## src/rtl/nbit_arith_pkg.sv

```systemverilog
// Shared definitions for the n-bit arithmetic blocks (multiplier and divider):
// default operand width, divider state encoding and a width helper.
package nbit_arith_pkg;

  // Operand width shared by the registered multiplier and the sequential divider.
  localparam int N_DEFAULT = 5;

  // Divider control states.
  typedef enum logic [1:0] {
    ST_IDLE = 2'd0,
    ST_RUN  = 2'd1,
    ST_DONE = 2'd2
  } div_state_t;

  // Number of bits needed to count 0 .. value-1 (ceil(log2(value))), minimum 1.
  function automatic int clog2(input int value);
    int w;
    w = 1;
    for (int i = 1; i < 31; i++) begin
      if ((32'sd1 <<< i) < value) begin
        w = i + 1;
      end
    end
    return w;
  endfunction

endpackage

```

## src/rtl/nbit_seq_divider_div_step.sv

```systemverilog
// One restoring division step: shift the next dividend bit into the partial
// remainder, then subtract the divisor if it fits. Purely combinational.
module div_step
  import nbit_arith_pkg::*;
#(
  parameter int N = N_DEFAULT
) (
  input  logic [N:0]   r_in,
  input  logic         next_bit,
  input  logic [N-1:0] divisor,
  output logic [N:0]   r_out,
  output logic         q_bit
);

  logic [N+1:0] shifted;
  logic [N+1:0] dsr_ext;

  // Shift-in, trial compare and conditional subtract for one quotient bit.
  always_comb begin
    shifted = {r_in, next_bit};
    dsr_ext = {2'b00, divisor};
    if (shifted >= dsr_ext) begin
      r_out = (N+1)'(shifted - dsr_ext);
      q_bit = 1'b1;
    end else begin
      r_out = shifted[N:0];
      q_bit = 1'b0;
    end
  end

endmodule

```

## src/rtl/nbit_seq_divider.sv

```systemverilog
// Sequential restoring divider: 2N-bit dividend / N-bit divisor, one quotient
// bit per clock, start/done handshake. The dividend register doubles as the
// quotient register: each step shifts out a dividend bit and shifts in a
// quotient bit, so after 2N steps it holds the full quotient.
module nbit_seq_divider
  import nbit_arith_pkg::*;
#(
  parameter int N = N_DEFAULT
) (
  input  logic           clk,
  input  logic           rst,
  input  logic           start,
  input  logic [2*N-1:0] dividend,
  input  logic [N-1:0]   divisor,
  output logic           busy,
  output logic           done,
  output logic [2*N-1:0] quotient,
  output logic [N-1:0]   remainder,
  output logic           div_by_zero
);

  localparam int W2 = 2 * N;
  localparam int CW = clog2(W2);
  localparam logic [CW-1:0] LAST_STEP = CW'(W2 - 1);

  div_state_t state;
  div_state_t state_nxt;

  logic [N:0]    r;
  logic [N:0]    r_nxt;
  logic [W2-1:0] dvd;
  logic [W2-1:0] dvd_nxt;
  logic [N-1:0]  dsr;
  logic [N-1:0]  dsr_nxt;
  logic [CW-1:0] cnt;
  logic [CW-1:0] cnt_nxt;
  logic [W2-1:0] quo_nxt;
  logic [N-1:0]  rem_nxt;
  logic          dbz_nxt;
  logic          busy_nxt;
  logic          done_nxt;

  logic [N:0]    step_r;
  logic          step_q;

  div_step #(.N(N)) u_step (
    .r_in     (r),
    .next_bit (dvd[W2-1]),
    .divisor  (dsr),
    .r_out    (step_r),
    .q_bit    (step_q)
  );

  // State register.
  always_ff @(posedge clk or posedge rst) begin
    if (rst) begin
      state <= ST_IDLE;
    end else begin
      state <= state_nxt;
    end
  end

  // Next-state, working-register and output-register next values.
  always_comb begin
    state_nxt = state;
    r_nxt     = r;
    dvd_nxt   = dvd;
    dsr_nxt   = dsr;
    cnt_nxt   = cnt;
    quo_nxt   = quotient;
    rem_nxt   = remainder;
    dbz_nxt   = div_by_zero;
    case (state)
      ST_IDLE: begin
        if (start) begin
          dvd_nxt = dividend;
          dsr_nxt = divisor;
          r_nxt   = '0;
          cnt_nxt = '0;
          if (divisor == {N{1'b0}}) begin
            // No iteration: results are fixed and published on the DONE cycle.
            state_nxt = ST_DONE;
            quo_nxt   = '1;
            rem_nxt   = '0;
            dbz_nxt   = 1'b1;
          end else begin
            state_nxt = ST_RUN;
          end
        end else begin
          state_nxt = ST_IDLE;
        end
      end
      ST_RUN: begin
        r_nxt   = step_r;
        dvd_nxt = {dvd[W2-2:0], step_q};
        if (cnt == LAST_STEP) begin
          state_nxt = ST_DONE;
          cnt_nxt   = cnt;
          quo_nxt   = {dvd[W2-2:0], step_q};
          rem_nxt   = step_r[N-1:0];
          dbz_nxt   = 1'b0;
        end else begin
          state_nxt = ST_RUN;
          cnt_nxt   = cnt + CW'(1);
        end
      end
      ST_DONE: begin
        state_nxt = ST_IDLE;
      end
      default: begin
        state_nxt = ST_IDLE;
      end
    endcase
    busy_nxt = (state_nxt != ST_IDLE);
    done_nxt = (state_nxt == ST_DONE);
  end

  // Working registers and registered outputs.
  always_ff @(posedge clk or posedge rst) begin
    if (rst) begin
      r           <= '0;
      dvd         <= '0;
      dsr         <= '0;
      cnt         <= '0;
      quotient    <= '0;
      remainder   <= '0;
      div_by_zero <= 1'b0;
      busy        <= 1'b0;
      done        <= 1'b0;
    end else begin
      r           <= r_nxt;
      dvd         <= dvd_nxt;
      dsr         <= dsr_nxt;
      cnt         <= cnt_nxt;
      quotient    <= quo_nxt;
      remainder   <= rem_nxt;
      div_by_zero <= dbz_nxt;
      busy        <= busy_nxt;
      done        <= done_nxt;
    end
  end

endmodule

```

## config.mk

```make
export PLATFORM = sky130hd
export DESIGN_NAME = nbit_seq_divider
export DESIGN_NICKNAME = d
export VERILOG_FILES = /design/src/rtl/nbit_arith_pkg.sv /design/src/rtl/nbit_seq_divider_div_step.sv /design/src/rtl/nbit_seq_divider.sv
export SDC_FILE = /design/constraint.sdc
export NUM_CORES = 1
export LEC_CHECK = 0
export ABC_AREA = 1
export CAP_MARGIN = 20
export CORE_MARGIN = 2
export CORE_UTILIZATION = 39
export DETAILED_ROUTE_END_ITERATION = 10
export PLACE_DENSITY_LB_ADDON = 0.1
export SETUP_SLACK_MARGIN = 0.15
export SYNTH_ARGS = -nofsm -noshare
export SYNTH_HDL_FRONTEND = slang
export SYNTH_SLANG_ARGS = --single-unit
```

## constraint.sdc

```tcl
create_clock -name clk -period 2.6 [get_ports clk]
set_input_delay 0.52 -clock clk [delete_from_list [all_inputs] [get_ports clk]]
set_output_delay 0.52 -clock clk [all_outputs]
set_load 0.1 [all_outputs]
```

# Word-level counts from Yosys, hierarchy flattened
# Cells that the tools add are included.
# op_classes
magnitude_cmp	1
multipliers	0
n_addsub	2
n_eq_ne	7
muxes	25
n_div	0
shifts	0
reduce_logical	8
bitwise	0
# op_table
operator	count
10-bit 2-to-1 mux	4
10-bit one-hot mux with 2 select lines	2
5-bit 2-to-1 mux	3
6-bit 2-to-1 mux	2
6-bit one-hot mux with 2 select lines	1
5-bit one-hot mux with 2 select lines	1
4-bit 2-to-1 mux	2
2-bit inequality test, second input constant	4
4-bit one-hot mux with 2 select lines	1
7-bit by 5-bit >= comparator with 1-bit output	1
2-bit 2-to-1 mux	3
6-bit by 5-bit subtractor with 6-bit output	1
5-bit logical NOT	1
4-bit by 1-bit adder with 4-bit output, second input constant	1
4-bit == test, second input constant	1
1-bit 2-to-1 mux	4
2-bit one-hot mux with 2 select lines	1
2-bit AND reduction	2
4-bit AND reduction	1
2-bit nonzero test	2
3-bit AND reduction	1
2-bit by 1-bit == test with 1-bit output, second input constant	1
2-bit == test, second input constant	1
2-bit logical NOT	1
1-bit one-hot mux with 2 select lines	1
# totals
ff_bits	45
mem_bits_ro	0
out_inout_bits	18
inputBits	18
memories	0
mem_bits_rw	0
latchBits	0
wordCells	53

# Logic depth before layout (Yosys ltp)
# logic_depth
ltp_word	5
depth_mapped	12
ltp_nobuf	12

# Cells and area by module
# Synthesis repeated with hierarchy kept, for this count alone.
# hier_totals
hier_cells	291
hier_area_um2	2522.4
# modules_own_cells
module	seq_area_each_um2	area_per_inst_um2	instances	cells_per_inst
nbit_seq_divider	1126.1	2113.3	1	217
div_step	0.0	409.1	1	74

# Worst setup path before layout
# No wires, ideal clock.
# synth_path
path_kind	register to register
start	register r[1]
end	register r[5]
t_arrival_ns	1.463
setup_slack_ns	1.016
required_time_ns	2.479
setup_ns	0.121
path_stages_with_launch	8
path_cell_list	dfrtp_1 ha_1 or2_1 nand3_2 nand3_2 nand2_1 o21bai_1 nand2_1
# synth_between
elab_chain_len	3
elab_cells_between_ends	4
cone_classes	add/sub: 1; order compare: 1; mux: 2
# synth_rtl
element	line	text
start: declaration	nbit_seq_divider.sv:29	logic [N:0] r;
start signal: assignment	nbit_seq_divider.sv:131	r <= r_nxt;
6-bit by 5-bit subtractor with 6-bit output or 7-bit by 5-bit >= comparator with 1-bit output (tied branches)	nbit_seq_divider_div_step.sv:23, nbit_seq_divider_div_step.sv:22	
6-bit 2-to-1 mux *	nbit_seq_divider_div_step.sv:22	if (shifted >= dsr_ext) begin
6-bit one-hot mux with 2 select lines *	nbit_seq_divider.sv:73	case (state)
# Every way passes the cells marked *; elsewhere a longest branch is shown, timed or not.
# A chain may end at the register's enable or synchronous reset.

# Final worst setup path
# Same ends and word-level chain as after synthesis.

==> impl_metrics.xml <==
<?xml version="1.0" encoding="UTF-8"?>
<metrics>
  <group name="route">
    <metric name="number_of_routed_nets_with_antenna_violations" unit="">0</metric>
    <metric name="dr_vias" unit="">1833</metric>
    <metric name="drt_drc_violations_left" unit="">0</metric>
    <metric name="post_drt_wl_per_cell" unit="um">12.6</metric>
    <metric name="detail_route.iter0.violations" unit="">45</metric>
    <metric name="finalWirelength" unit="um">4900</metric>
    <metric name="detailedRoute.firstPassIterationCount" unit="">4</metric>
    <metric name="detailed_route_vias_per_instance" unit="">4.70</metric>
  </group>
  <group name="synthesis">
    <metric name="yosysWarnings" unit="">0</metric>
    <metric name="mappedNetlistNets" unit="">302</metric>
    <metric name="synthesis.area_per_instance" unit="um2">8.40</metric>
    <metric name="synth-seq-area-share" unit="">0.486</metric>
    <metric name="synthCells" unit="">276</metric>
    <metric name="ys_types" unit="">30</metric>
    <metric name="synthesized_area" unit="um2">2320</metric>
    <metric name="synth.ff_latch_count" unit="">45</metric>
  </group>
  <group name="sta">
    <metric name="setup_viol" unit="">0</metric>
    <metric name="fin_hold_ws" unit="ns">0.483</metric>
    <metric name="max_slew.worst_pin.slew" unit="ns">0.662</metric>
    <metric name="rsz0062_at_grt" unit="">no</metric>
    <metric name="finalCriticalPeriod" unit="ns">1.81</metric>
    <metric name="maxClockFrequency" unit="MHz">553</metric>
    <metric name="clock_skew" unit="ns">0.00563</metric>
    <metric name="tns" unit="ns">0</metric>
    <metric name="drv_slew" unit="">0</metric>
    <metric name="slew_headroom" unit="">0.559</metric>
    <metric name="hold_viol_final" unit="">0</metric>
    <metric name="fin_crit_sh" unit="">0.695</metric>
  </group>
  <group name="layout">
    <metric name="fillerInstances" unit="">603</metric>
    <metric name="final_layout_size_suffix_gt1_frac" unit="">0.171</metric>
    <metric name="multiInputGateArea" unit="um2">1000</metric>
    <metric name="area.growth.synth_to_final" unit="%">19.3</metric>
    <metric name="final_net_count" unit="">340</metric>
    <metric name="n_antenna_cell" unit="">0</metric>
    <metric name="sequential_cell_area" unit="um2">1130</metric>
  </group>
  <group name="place">
    <metric name="dp.final_hpwl" unit="um">3640</metric>
    <metric name="placement.io_buffers" unit="">35</metric>
    <metric name="gp_congestion" unit="">0.796</metric>
  </group>
  <group name="critical_path">
    <metric name="slowest_delay" unit="ns">0.41</metric>
    <metric name="timing.critical_path.fanout_max" unit="">7</metric>
    <metric name="slowest_stage" unit="">sky130_fd_sc_hd__dfrtp_1</metric>
    <metric name="worst_path_dominant_cell_family" unit="">simple AND/OR/NAND/NOR gates</metric>
    <metric name="critical_path_data_required_time" unit="ns">2.79</metric>
    <metric name="worstSetupStartpointType" unit="">flip-flop</metric>
    <metric name="crit_chain" unit="">ha_1 -&gt; or2_1 -&gt; nand3_2 -&gt; nand3_2 -&gt; nand2_1 -&gt; o21bai_1 -&gt; nand2_1</metric>
    <metric name="end_kind" unit="">flip-flop</metric>
    <metric name="worstPathArrival" unit="ns">2.00</metric>
    <metric name="setup.worst_path.class" unit="">reg2reg</metric>
    <metric name="critical_path_buf_inv_count" unit="">0</metric>
  </group>
  <group name="global_route">
    <metric name="antenna_found_initial" unit="">0</metric>
    <metric name="globalRouteOverflowTotal" unit="">0</metric>
    <metric name="grt_start_max_net_pins" unit="">31</metric>
    <metric name="first_global_vias" unit="">1752</metric>
    <metric name="grt_usage" unit="">0.167</metric>
    <metric name="first_pass_grt_wire_length" unit="um">8360</metric>
  </group>
  <group name="clock_tree">
    <metric name="cts.path.max_buffers" unit="">2</metric>
    <metric name="ctsRootBufferMaster" unit="">sky130_fd_sc_hd__clkbuf_8</metric>
    <metric name="post_cts_resize_count" unit="">0</metric>
    <metric name="clock_insertion_delay_worst_skew" unit="ns">0.30</metric>
    <metric name="tritoncts_num_sinks" unit="">45</metric>
    <metric name="number_of_buffers_added_to_fix_hold_violations_after_cts" unit="">0</metric>
    <metric name="cts_tree" unit="">yes</metric>
    <metric name="cts_setup_buffers" unit="">0</metric>
    <metric name="cts_buffers" unit="">5</metric>
    <metric name="cts-htree-levels" unit="">2</metric>
    <metric name="clk_transition_reported_paths" unit="ns">0.09</metric>
  </group>
  <group name="floorplanning">
    <metric name="start_util" unit="">0.399</metric>
    <metric name="chipHeight" unit="um">81.1</metric>
    <metric name="fp.dieW" unit="um">81.1</metric>
    <metric name="row_count" unit="">28</metric>
    <metric name="die_outline_area" unit="um2">6580</metric>
    <metric name="floorplan.core_area" unit="um2">5820</metric>
    <metric name="io_pins" unit="">36</metric>
  </group>
  <group name="flow_run">
    <metric name="timing.max_cap.violations" unit="">0</metric>
  </group>
  <group name="run_status">
    <metric name="run_status" unit="">finished clean</metric>
  </group>
  <group name="hold_path">
    <metric name="holdCritPathClass" unit="">reg2reg</metric>
  </group>
</metrics>
-- sequential cells by signal, summed over array words and instances (netlist names) --
register,cells
busy,1
remainder,5
dsr,5
state,2
quotient,10
dvd,10
r,6
done,1
cnt,4
div_by_zero,1
-- layout by cell type, fill, tap and decap left out --
master	count
sky130_fd_sc_hd__nand2_1	94
sky130_fd_sc_hd__nand2_2	9
sky130_fd_sc_hd__xor2_1	1
sky130_fd_sc_hd__or2_1	2
sky130_fd_sc_hd__clkbuf_8	5
sky130_fd_sc_hd__dfrtp_1	45
sky130_fd_sc_hd__buf_4	22
sky130_fd_sc_hd__o211ai_1	9
sky130_fd_sc_hd__nor2_1	11
sky130_fd_sc_hd__clkinvlp_4	2
sky130_fd_sc_hd__ha_1	7
sky130_fd_sc_hd__clkdlybuf4s50_1	17
sky130_fd_sc_hd__nor3b_1	1
sky130_fd_sc_hd__nand3_2	2
sky130_fd_sc_hd__nand2_4	4
sky130_fd_sc_hd__nand4_1	5
sky130_fd_sc_hd__fa_1	1
sky130_fd_sc_hd__nor2_2	1
sky130_fd_sc_hd__nor3_1	1
sky130_fd_sc_hd__nand3_1	13
sky130_fd_sc_hd__nand3b_1	1
sky130_fd_sc_hd__o21ai_0	6
sky130_fd_sc_hd__clkinv_1	1
sky130_fd_sc_hd__a21oi_2	1
sky130_fd_sc_hd__o21bai_1	1
sky130_fd_sc_hd__a21oi_1	4
sky130_fd_sc_hd__inv_1	24
sky130_fd_sc_hd__nor4_4	1
sky130_fd_sc_hd__o21ai_1	16
sky130_fd_sc_hd__inv_2	7
sky130_fd_sc_hd__clkbuf_1	1
-- path summary, 6_finish.rpt --
kind	start	to	slack [ns]	depth (start not counted)
worst max-delay path	r[1]	r[5]	0.79	7
worst min-delay path	quotient[3]	quotient[3]	0.48	2
worst max register to register	r[1]	r[5]	0.79	7
worst min register to register	quotient[3]	quotient[3]	0.48	2
max in group asynchronous	rst	cnt[2]	1.55	3
min in group asynchronous	rst	remainder[1]	0.51	2
-- cells by family (layout without fill, tap and decap cells) --
family	after synthesis	in the layout	synth area share
AND/OR/NAND/NOR	145	145	0.290
flip-flops	45	45	0.486
adder cells (fa/ha/maj)	8	8	0.0464
AO/OA/AOI/OAI	37	37	0.0923
buffers and inverters	40	79	0.0820
XOR/XNOR	1	1	0.00378
-- synth_stat cells, drive strengths merged --
| library cell | count | share of area |
|---|---|---|
| xor2 | 1 | 0.0038 |
| o21bai | 1 | 0.0032 |
| nand3 | 15 | 0.037 |
| nand4 | 5 | 0.013 |
| nor4 | 1 | 0.0092 |
| nor3 | 1 | 0.0022 |
| a21oi | 5 | 0.012 |
| buf | 8 | 0.030 |
| nor3b | 1 | 0.0032 |
| or2 | 2 | 0.0054 |
| dfrtp | 45 | 0.49 |
| clkinv | 1 | 0.0016 |
| fa | 1 | 0.0086 |
| nand2 | 107 | 0.20 |
| nand3b | 1 | 0.0032 |
| o21ai | 22 | 0.047 |
| o211ai | 9 | 0.029 |
| ha | 7 | 0.038 |
| nor2 | 12 | 0.021 |
| inv | 31 | 0.050 |
-- layer usage --
metal,track usage,routed length [um],vias up
li1,-,-,952
met1,0.243,2500,846
met2,0.246,2160,29
met3,0.0367,170,6
met4,0.0508,66,0
met5,0,0,-
-- layout make-up --
class / instances / area share
timing repair buffer: 39 / 0.121
clock buffer: 6 / 0.0262
multi-input combinational: 191 / 0.362
tap: 75 / 0.0339
sequential: 45 / 0.407
clock inverter: 2 / 0.00543
inverter: 32 / 0.0434
-- worst min-delay path: cells and delay by family (launching register included) --
| kind | cells | cell delay (ns) |
|---|---|---|
| simple gates | 2 | 0.11 |
| flops | 1 | 0.35 |
-- stage by stage --
stage	cells	utilization	worst slack, ns	instance area [um2]
2_1_floorplan	276	-	1.02	2320
3_3_place_gp	382	0.460	0.577	2680
3_5_place_dp	382	0.460	0.532	2680
4_1_cts	390	0.475	0.786	2770
5_1_grt	390	0.475	0.676	2770
6_report	390	0.475	0.792	2770
Power is left out: the tool's default activity adds up to more than one toggle a clock period on the data nets, which glitch-free logic cannot reach.
